File: config.mk
export PLATFORM = sky130hd
export DESIGN_NAME = cond_exec_unit
export DESIGN_NICKNAME = d
export VERILOG_FILES = /design/src/rtl/cond_exec_unit.sv
export SDC_FILE = /design/constraint.sdc
export NUM_CORES = 1
export LEC_CHECK = 0
export ABC_AREA = 1
export BUFFER_PORTS_ARGS = -buffer_cell sky130_fd_sc_hd__buf_4
export CAP_MARGIN = 25
export CORE_AREA = 4 4 43 45
export CTS_BUF_LIST = sky130_fd_sc_hd__clkbuf_8 sky130_fd_sc_hd__clkbuf_16
export DETAILED_ROUTE_END_ITERATION = 12
export DIE_AREA = 0 0 47 49
export PLACE_DENSITY_LB_ADDON = 0.1
export SYNTH_ARGS = -nofsm -noshare
export SYNTH_HDL_FRONTEND = slang
export SYNTH_SLANG_ARGS = --single-unit
File: constraint.sdc
create_clock -name clk -period 1.3 [get_ports clk]
set_clock_uncertainty 0.2 [all_clocks]
set_input_delay 0.13 -clock clk [delete_from_list [all_inputs] [get_ports clk]]
set_output_delay 0.13 -clock clk [all_outputs]
set_load 0.03 [all_outputs]
File: src/rtl/cond_exec_unit.sv
// cond_exec_unit: NZCV flag register, condition-code gating of control enables
// and an optional IT-style predication block, built in when COND_PRED_EN is defined.
module cond_exec_unit #(
    parameter int NUM_CTRL = 3,
    parameter int PRED_MAX = 4,
    localparam int CNT_W = $clog2(PRED_MAX + 1)
) (
    input  logic                clk,
    input  logic                reset,
    input  logic                valid_i,
    input  logic [3:0]          cond_i,
    input  logic [3:0]          alu_flags_i,
    input  logic [1:0]          flag_write_i,
    input  logic [NUM_CTRL-1:0] ctrl_i,
    input  logic                pred_start_i,
    input  logic [3:0]          pred_cond_i,
    input  logic [CNT_W-1:0]    pred_len_i,
    output logic [NUM_CTRL-1:0] ctrl_o,
    output logic                cond_ex_o,
    output logic [3:0]          flags_o,
    output logic                pred_active_o,
    output logic [CNT_W-1:0]    pred_remaining_o,
    output logic                pred_err_o
);

    // Flag vector layout is {Z,C,N,V}
    localparam int Z_B = 3;
    localparam int C_B = 2;
    localparam int N_B = 1;
    localparam int V_B = 0;

    localparam logic [3:0] EQ = 4'h0;
    localparam logic [3:0] NE = 4'h1;
    localparam logic [3:0] CS = 4'h2;
    localparam logic [3:0] CC = 4'h3;
    localparam logic [3:0] MI = 4'h4;
    localparam logic [3:0] PL = 4'h5;
    localparam logic [3:0] VS = 4'h6;
    localparam logic [3:0] VC = 4'h7;
    localparam logic [3:0] HI = 4'h8;
    localparam logic [3:0] LS = 4'h9;
    localparam logic [3:0] GE = 4'hA;
    localparam logic [3:0] LT = 4'hB;
    localparam logic [3:0] GT = 4'hC;
    localparam logic [3:0] LE = 4'hD;
    localparam logic [3:0] AL = 4'hE;

    function automatic logic cond_pass(
        input logic [3:0] code,
        input logic [3:0] f
    );
        logic z;
        logic c;
        logic n;
        logic v;
        logic ge;
        z  = f[Z_B];
        c  = f[C_B];
        n  = f[N_B];
        v  = f[V_B];
        ge = (n == v);
        unique case (code)
            EQ:      cond_pass = z;
            NE:      cond_pass = ~z;
            CS:      cond_pass = c;
            CC:      cond_pass = ~c;
            MI:      cond_pass = n;
            PL:      cond_pass = ~n;
            VS:      cond_pass = v;
            VC:      cond_pass = ~v;
            HI:      cond_pass = c & ~z;
            LS:      cond_pass = ~c | z;
            GE:      cond_pass = ge;
            LT:      cond_pass = ~ge;
            GT:      cond_pass = ~z & ge;
            LE:      cond_pass = z | ~ge;
            AL:      cond_pass = 1'b1;
            default: cond_pass = 1'b0;
        endcase
    endfunction

    logic [3:0] flags_q;
    logic [3:0] flags_d;
    logic [3:0] eff_cond;
    logic       marker;
    logic       exec;

    // A marker that opens a block only sets up state; it never executes itself
    assign exec      = valid_i & cond_pass(eff_cond, flags_q) & ~marker;
    assign cond_ex_o = exec;
    assign ctrl_o    = ctrl_i & {NUM_CTRL{exec}};
    assign flags_o   = flags_q;

    always_comb begin
        flags_d = flags_q;
        if (exec) begin
            if (flag_write_i[1]) begin
                flags_d[Z_B] = alu_flags_i[Z_B];
                flags_d[N_B] = alu_flags_i[N_B];
            end
            if (flag_write_i[0]) begin
                flags_d[C_B] = alu_flags_i[C_B];
                flags_d[V_B] = alu_flags_i[V_B];
            end
        end
    end

    always_ff @(posedge clk or posedge reset) begin
        if (reset) begin
            flags_q <= 4'b0000;
        end else begin
            flags_q <= flags_d;
        end
    end

`ifdef COND_PRED_EN

    typedef enum logic {
        IDLE,
        ACTIVE
    } state_t;

    localparam logic [CNT_W-1:0] LEN_MAX = CNT_W'(PRED_MAX);
    localparam logic [CNT_W-1:0] ONE     = CNT_W'(1);

    state_t           state_q;
    state_t           state_d;
    logic [CNT_W-1:0] count_q;
    logic [CNT_W-1:0] count_d;
    logic [3:0]       pcond_q;
    logic [3:0]       pcond_d;
    logic             err_q;
    logic             err_d;
    logic             block_on;
    logic [CNT_W-1:0] len_clip;

    assign block_on = (state_q == ACTIVE);
    assign marker   = valid_i & pred_start_i & ~block_on;
    assign eff_cond = block_on ? pcond_q : cond_i;
    assign len_clip = (pred_len_i > LEN_MAX) ? LEN_MAX : pred_len_i;

    assign pred_active_o    = block_on;
    assign pred_remaining_o = count_q;
    assign pred_err_o       = err_q;

    always_comb begin
        state_d = state_q;
        count_d = count_q;
        pcond_d = pcond_q;
        err_d   = 1'b0;
        unique case (state_q)
            IDLE: begin
                if (marker && (pred_len_i != '0)) begin
                    state_d = ACTIVE;
                    count_d = len_clip;
                    pcond_d = pred_cond_i;
                end
            end
            ACTIVE: begin
                // Nested markers take a slot but never reload the block
                err_d = valid_i & pred_start_i;
                if (valid_i) begin
                    count_d = count_q - ONE;
                    if (count_q == ONE) begin
                        state_d = IDLE;
                    end
                end
            end
            default: begin
                state_d = IDLE;
                count_d = '0;
            end
        endcase
    end

    always_ff @(posedge clk or posedge reset) begin
        if (reset) begin
            state_q <= IDLE;
            count_q <= '0;
            pcond_q <= 4'h0;
            err_q   <= 1'b0;
        end else begin
            state_q <= state_d;
            count_q <= count_d;
            pcond_q <= pcond_d;
            err_q   <= err_d;
        end
    end

`else

    logic unused_pred;

    assign unused_pred      = ^{pred_start_i, pred_cond_i, pred_len_i};
    assign marker           = 1'b0;
    assign eff_cond         = cond_i;
    assign pred_active_o    = 1'b0;
    assign pred_remaining_o = '0;
    assign pred_err_o       = 1'b0;

`endif

endmodule

==> out/qor.yml <==
routing:
  first_pass_iters: 4
  routed_via_density: 4.53
  average_routed_wire_per_standard_cell_um: 10.5
  routed-via-count: 621
  drt_drc_violations_left: 0
  final_antenna_net_count: 0
  dr.first_iter.drc_count: 5
  routed_wl_mm: 1.44
grt:
  wire_length_of_the_first_global_routing_pass_mm: 2.30
  antenna_found_initial: 0
  grt_overflow_total: 0
  grt_total_usage_pct: 13.5
  pin_count_of_the_biggest_net_entering_global_routing: 8
  number_of_global_route_vias_before_repair: 611
worst_setup_path:
  worst_path_dominant_cell_family: "simple AND/OR/NAND/NOR gates"
  crit_slowest_cell: "sky130_fd_sc_hd__dfrtp_2"
  worst_ep_required_time_ps: 970
  worst-endpoint-arrival_ps: 1520
  cell_seen_most_often_among_critical_path_stages: "sky130_fd_sc_hd__nand2_2"
  crit_path_end_kind: "output pin"
  crit_chain: "inv_2 > nand2_2 > nand2_2 > nand2_2 > nand2_1 > nand2_1 > nand2_1 > nor2_2 > nand2_2 > nand2_4 > nor2_4 > buf_6"
  startpoint_type: "register"
  path_buf_inv: 2
  crit_fanout: 4
  timing.setup.critical_path_class: "register to output pin"
  critical-path-max-stage-delay_ps: 420
synthesis:
  most_used_flip_flop_cell_after_synthesis: "sky130_fd_sc_hd__dfrtp_1"
  synth_top_family_by_area: "simple AND/OR/NAND/NOR gates"
  synth_cells: 83
  synth_seq_cells: 4
  synth_sequential_area_ratio_pct: 21.7
  complex_gate_fraction_of_the_synthesized_area_pct: 2.17
  syn_avg_cell_area_sq_um: 5.55
  yosys.cell_types.count: 15
  yosysWarnings: 0
  summed_instance_area_of_the_synthesized_netlist_sq_um: 460
  most_numerous_cell_types_in_the_synthesized_netlist: "sky130_fd_sc_hd__nand2_1, sky130_fd_sc_hd__inv_1, sky130_fd_sc_hd__nor2_1, sky130_fd_sc_hd__nand3_1, sky130_fd_sc_hd__buf_4"
  synth_top_cell_by_area: "sky130_fd_sc_hd__nand2_1"
  yosys.area_share.adder_pct: 0
  synth_enable_flop_cells: 0
  synthMostInstantiatedCell: "sky130_fd_sc_hd__nand2_1"
  synth_top_cells_by_area: "sky130_fd_sc_hd__nand2_1, sky130_fd_sc_hd__dfrtp_1, sky130_fd_sc_hd__inv_1"
  muxShareOfSynthArea_pct: 0
  synth-xor-area-share_pct: 0
  postSynth.asyncResetShare_pct: 100
  synthDominantCellAreaShare_pct: 24.5
  synth-simple-area-share_pct: 55.7
sta:
  setup_viol_count_final: 8
  max_freq_ghz: 0.541
  post-route-min-period_ps: 1850
  setup_total_negative_slack_ps: -3500
  grt_setup_unrepaired: "true"
  post-route-period-util_pct: 142
  timing_max_transition_violations_final: 0
  hold_violations: 0
  post-route-worst-setup-slack_ps: -549
die:
  dieArea_sq_um: 2300
  dieHeight_um: 49
  boundaryPins: 37
  starting_density_of_the_core_pct: 31.3
  core_region_area_sq_um: 1470
  floorplan.die.width_um: 47
  row_count: 14
cts:
  cts.reportedPaths.clkPinSlew_ps: 30
  clock_insertion_delay_worst_skew_ps: 220
  clock-sinks: 4
  cts_buffers: 3
  htreeDepth: 1
  cts.path.max_buffers: 2
  cts_root_buffer: "sky130_fd_sc_hd__clkbuf_8"
  tritoncts: "built"
power_and_ir_drop:
  power-per-cell-area_nw_per_um2: 1700
  power.ir.vdd_worst_v: 0.00138
  internal_power_contribution_uw: 806
  p_clk_share_pct: 18.7
  comb_power_share_pct: 62.6
  power_uw: 1450
  power.share.sequential_pct: 18.7
  power_switching_uw: 646
  sw_frac_of_total_pct: 44.5
  leakagePower_uw: 0.000484
layout:
  net_count_reported_at_finish: 146
  drive_above_1_share_pct: 47.1
  n_antenna_cell: 0
  largest_register_ff_count: 4
  fin_area_sq_um: 853
  num-fill-cells: 146
  area.growth.synth_to_final_pct: 85.3
placement:
  detailedPlace.worstSlack_ps: -346
  dp_hpwl_mm: 1.08
  place_congestion: 0.852
  numPortBuffers: 23
  placedInstanceArea_sq_um: 712
status:
  violations: "setup timing"
  status: "finished with violations"
flow_run:
  max-cap-violations: 0
min_path:
  worst_hold_path_type: "input port to register"
## timing repair
item	4_1_cts	5_1_grt
hold endpoints to repair	8	0
gates resized for setup	8	4
endpoints found under the setup margin	8	9
buffers inserted	2	1
pin swaps	7	3
hold buffers	5	0
## layer usage
| metal | global-route usage [%] | vias up | share of wire (%) |
|---|---|---|---|
| met5 | 0 | - | 0 |
| met4 | 9.68 | 0 | 1.9 |
| met3 | 1.48 | 3 | 5.8 |
| met2 | 22.2 | 18 | 55 |
| met1 | 15.1 | 277 | 37 |
| li1 | - | 323 | - |
## cell families (layout without fill, tap and decap cells)
family,after synthesis,count (layout)
AND/OR/NAND/NOR,57,57
buffers and inverters,19,53
AO/OA/AOI/OAI,2,2
flip-flops,4,4
other,1,5
## power by group through the flow
| stage | Sequential (uW) | Combinational, uW | Clock [uW] |
|---|---|---|---|
| finish | 271 | 909 | 271 |
| CTS | 266 | 885 | 281 |
| detailed placement | 264 | 815 | 0 |
| global placement | 263 | 811 | 0 |
| floorplan | 384 | 352 | 0 |
| global route | 285 | 996 | 296 |
## area by class of cell
| class | instances | area, sq um | share of cell area [%] |
|---|---|---|---|
| clock buffer | 3 | 41.3 | 4.84 |
| clock inverter | 1 | 3.75 | 0.440 |
| inverter | 14 | 52.6 | 6.16 |
| multi-input combinational | 64 | 337 | 39.4 |
| sequential | 4 | 105 | 12.3 |
| tap | 16 | 20.0 | 2.35 |
| timing repair buffer | 35 | 294 | 34.5 |
## layout by cell type (no fill, tap or decap)
cell,netlist,routed
sky130_fd_sc_hd__nor2_2,1,2
sky130_fd_sc_hd__nor2_1,9,5
sky130_fd_sc_hd__inv_1,12,10
sky130_fd_sc_hd__dlygate4sd3_1,0,5
sky130_fd_sc_hd__nand2_1,30,25
sky130_fd_sc_hd__a21oi_2,0,1
sky130_fd_sc_hd__clkbuf_8,0,3
sky130_fd_sc_hd__a21oi_1,2,1
sky130_fd_sc_hd__nand3b_1,1,1
sky130_fd_sc_hd__inv_2,2,5
sky130_fd_sc_hd__nand4_1,4,4
sky130_fd_sc_hd__nor2_4,0,3
sky130_fd_sc_hd__buf_6,0,5
sky130_fd_sc_hd__nand3_1,8,7
sky130_fd_sc_hd__nand2_4,0,1
sky130_fd_sc_hd__nand3_2,2,3
sky130_fd_sc_hd__nor3_1,1,1
sky130_fd_sc_hd__conb_1,1,5
sky130_fd_sc_hd__nand2_2,1,5
sky130_fd_sc_hd__buf_4,5,25
sky130_fd_sc_hd__dfrtp_2,0,4
## stage by stage
stage / instances / utilization [%] / hold WS (ps)
after floorplan: 87 / - / -304
after CTS: 137 / 57.1 / 5.28
final: 137 / 58.0 / 1.61
after global placement: 127 / 48.4 / -174
after global routing: 137 / 58.0 / 12.6
after detailed placement: 127 / 48.4 / -175
## worst paths after layout
check                      depth (start not counted)  slack [ps]             from         end
setup / recovery                                  12        -550       flags_o[0]   ctrl_o[2]
hold / removal                                     3           2  flag_write_i[0]  flags_o[2]
setup reg to reg                                  13        -330       flags_o[0]  flags_o[2]
hold reg to reg                                    3         400       flags_o[2]  flags_o[2]
max in group asynchronous                          3         590            reset  flags_o[2]
min in group asynchronous                          3         150            reset  flags_o[1]
## worst reg2reg max path: cells and delay by family (launching register included)
family,cells,cell delay [ps]
buffers and inverters,2,220
flip-flops,1,420
AND/OR/NAND/NOR,11,670
No activity file was read; power rests on OpenSTA's default activity.
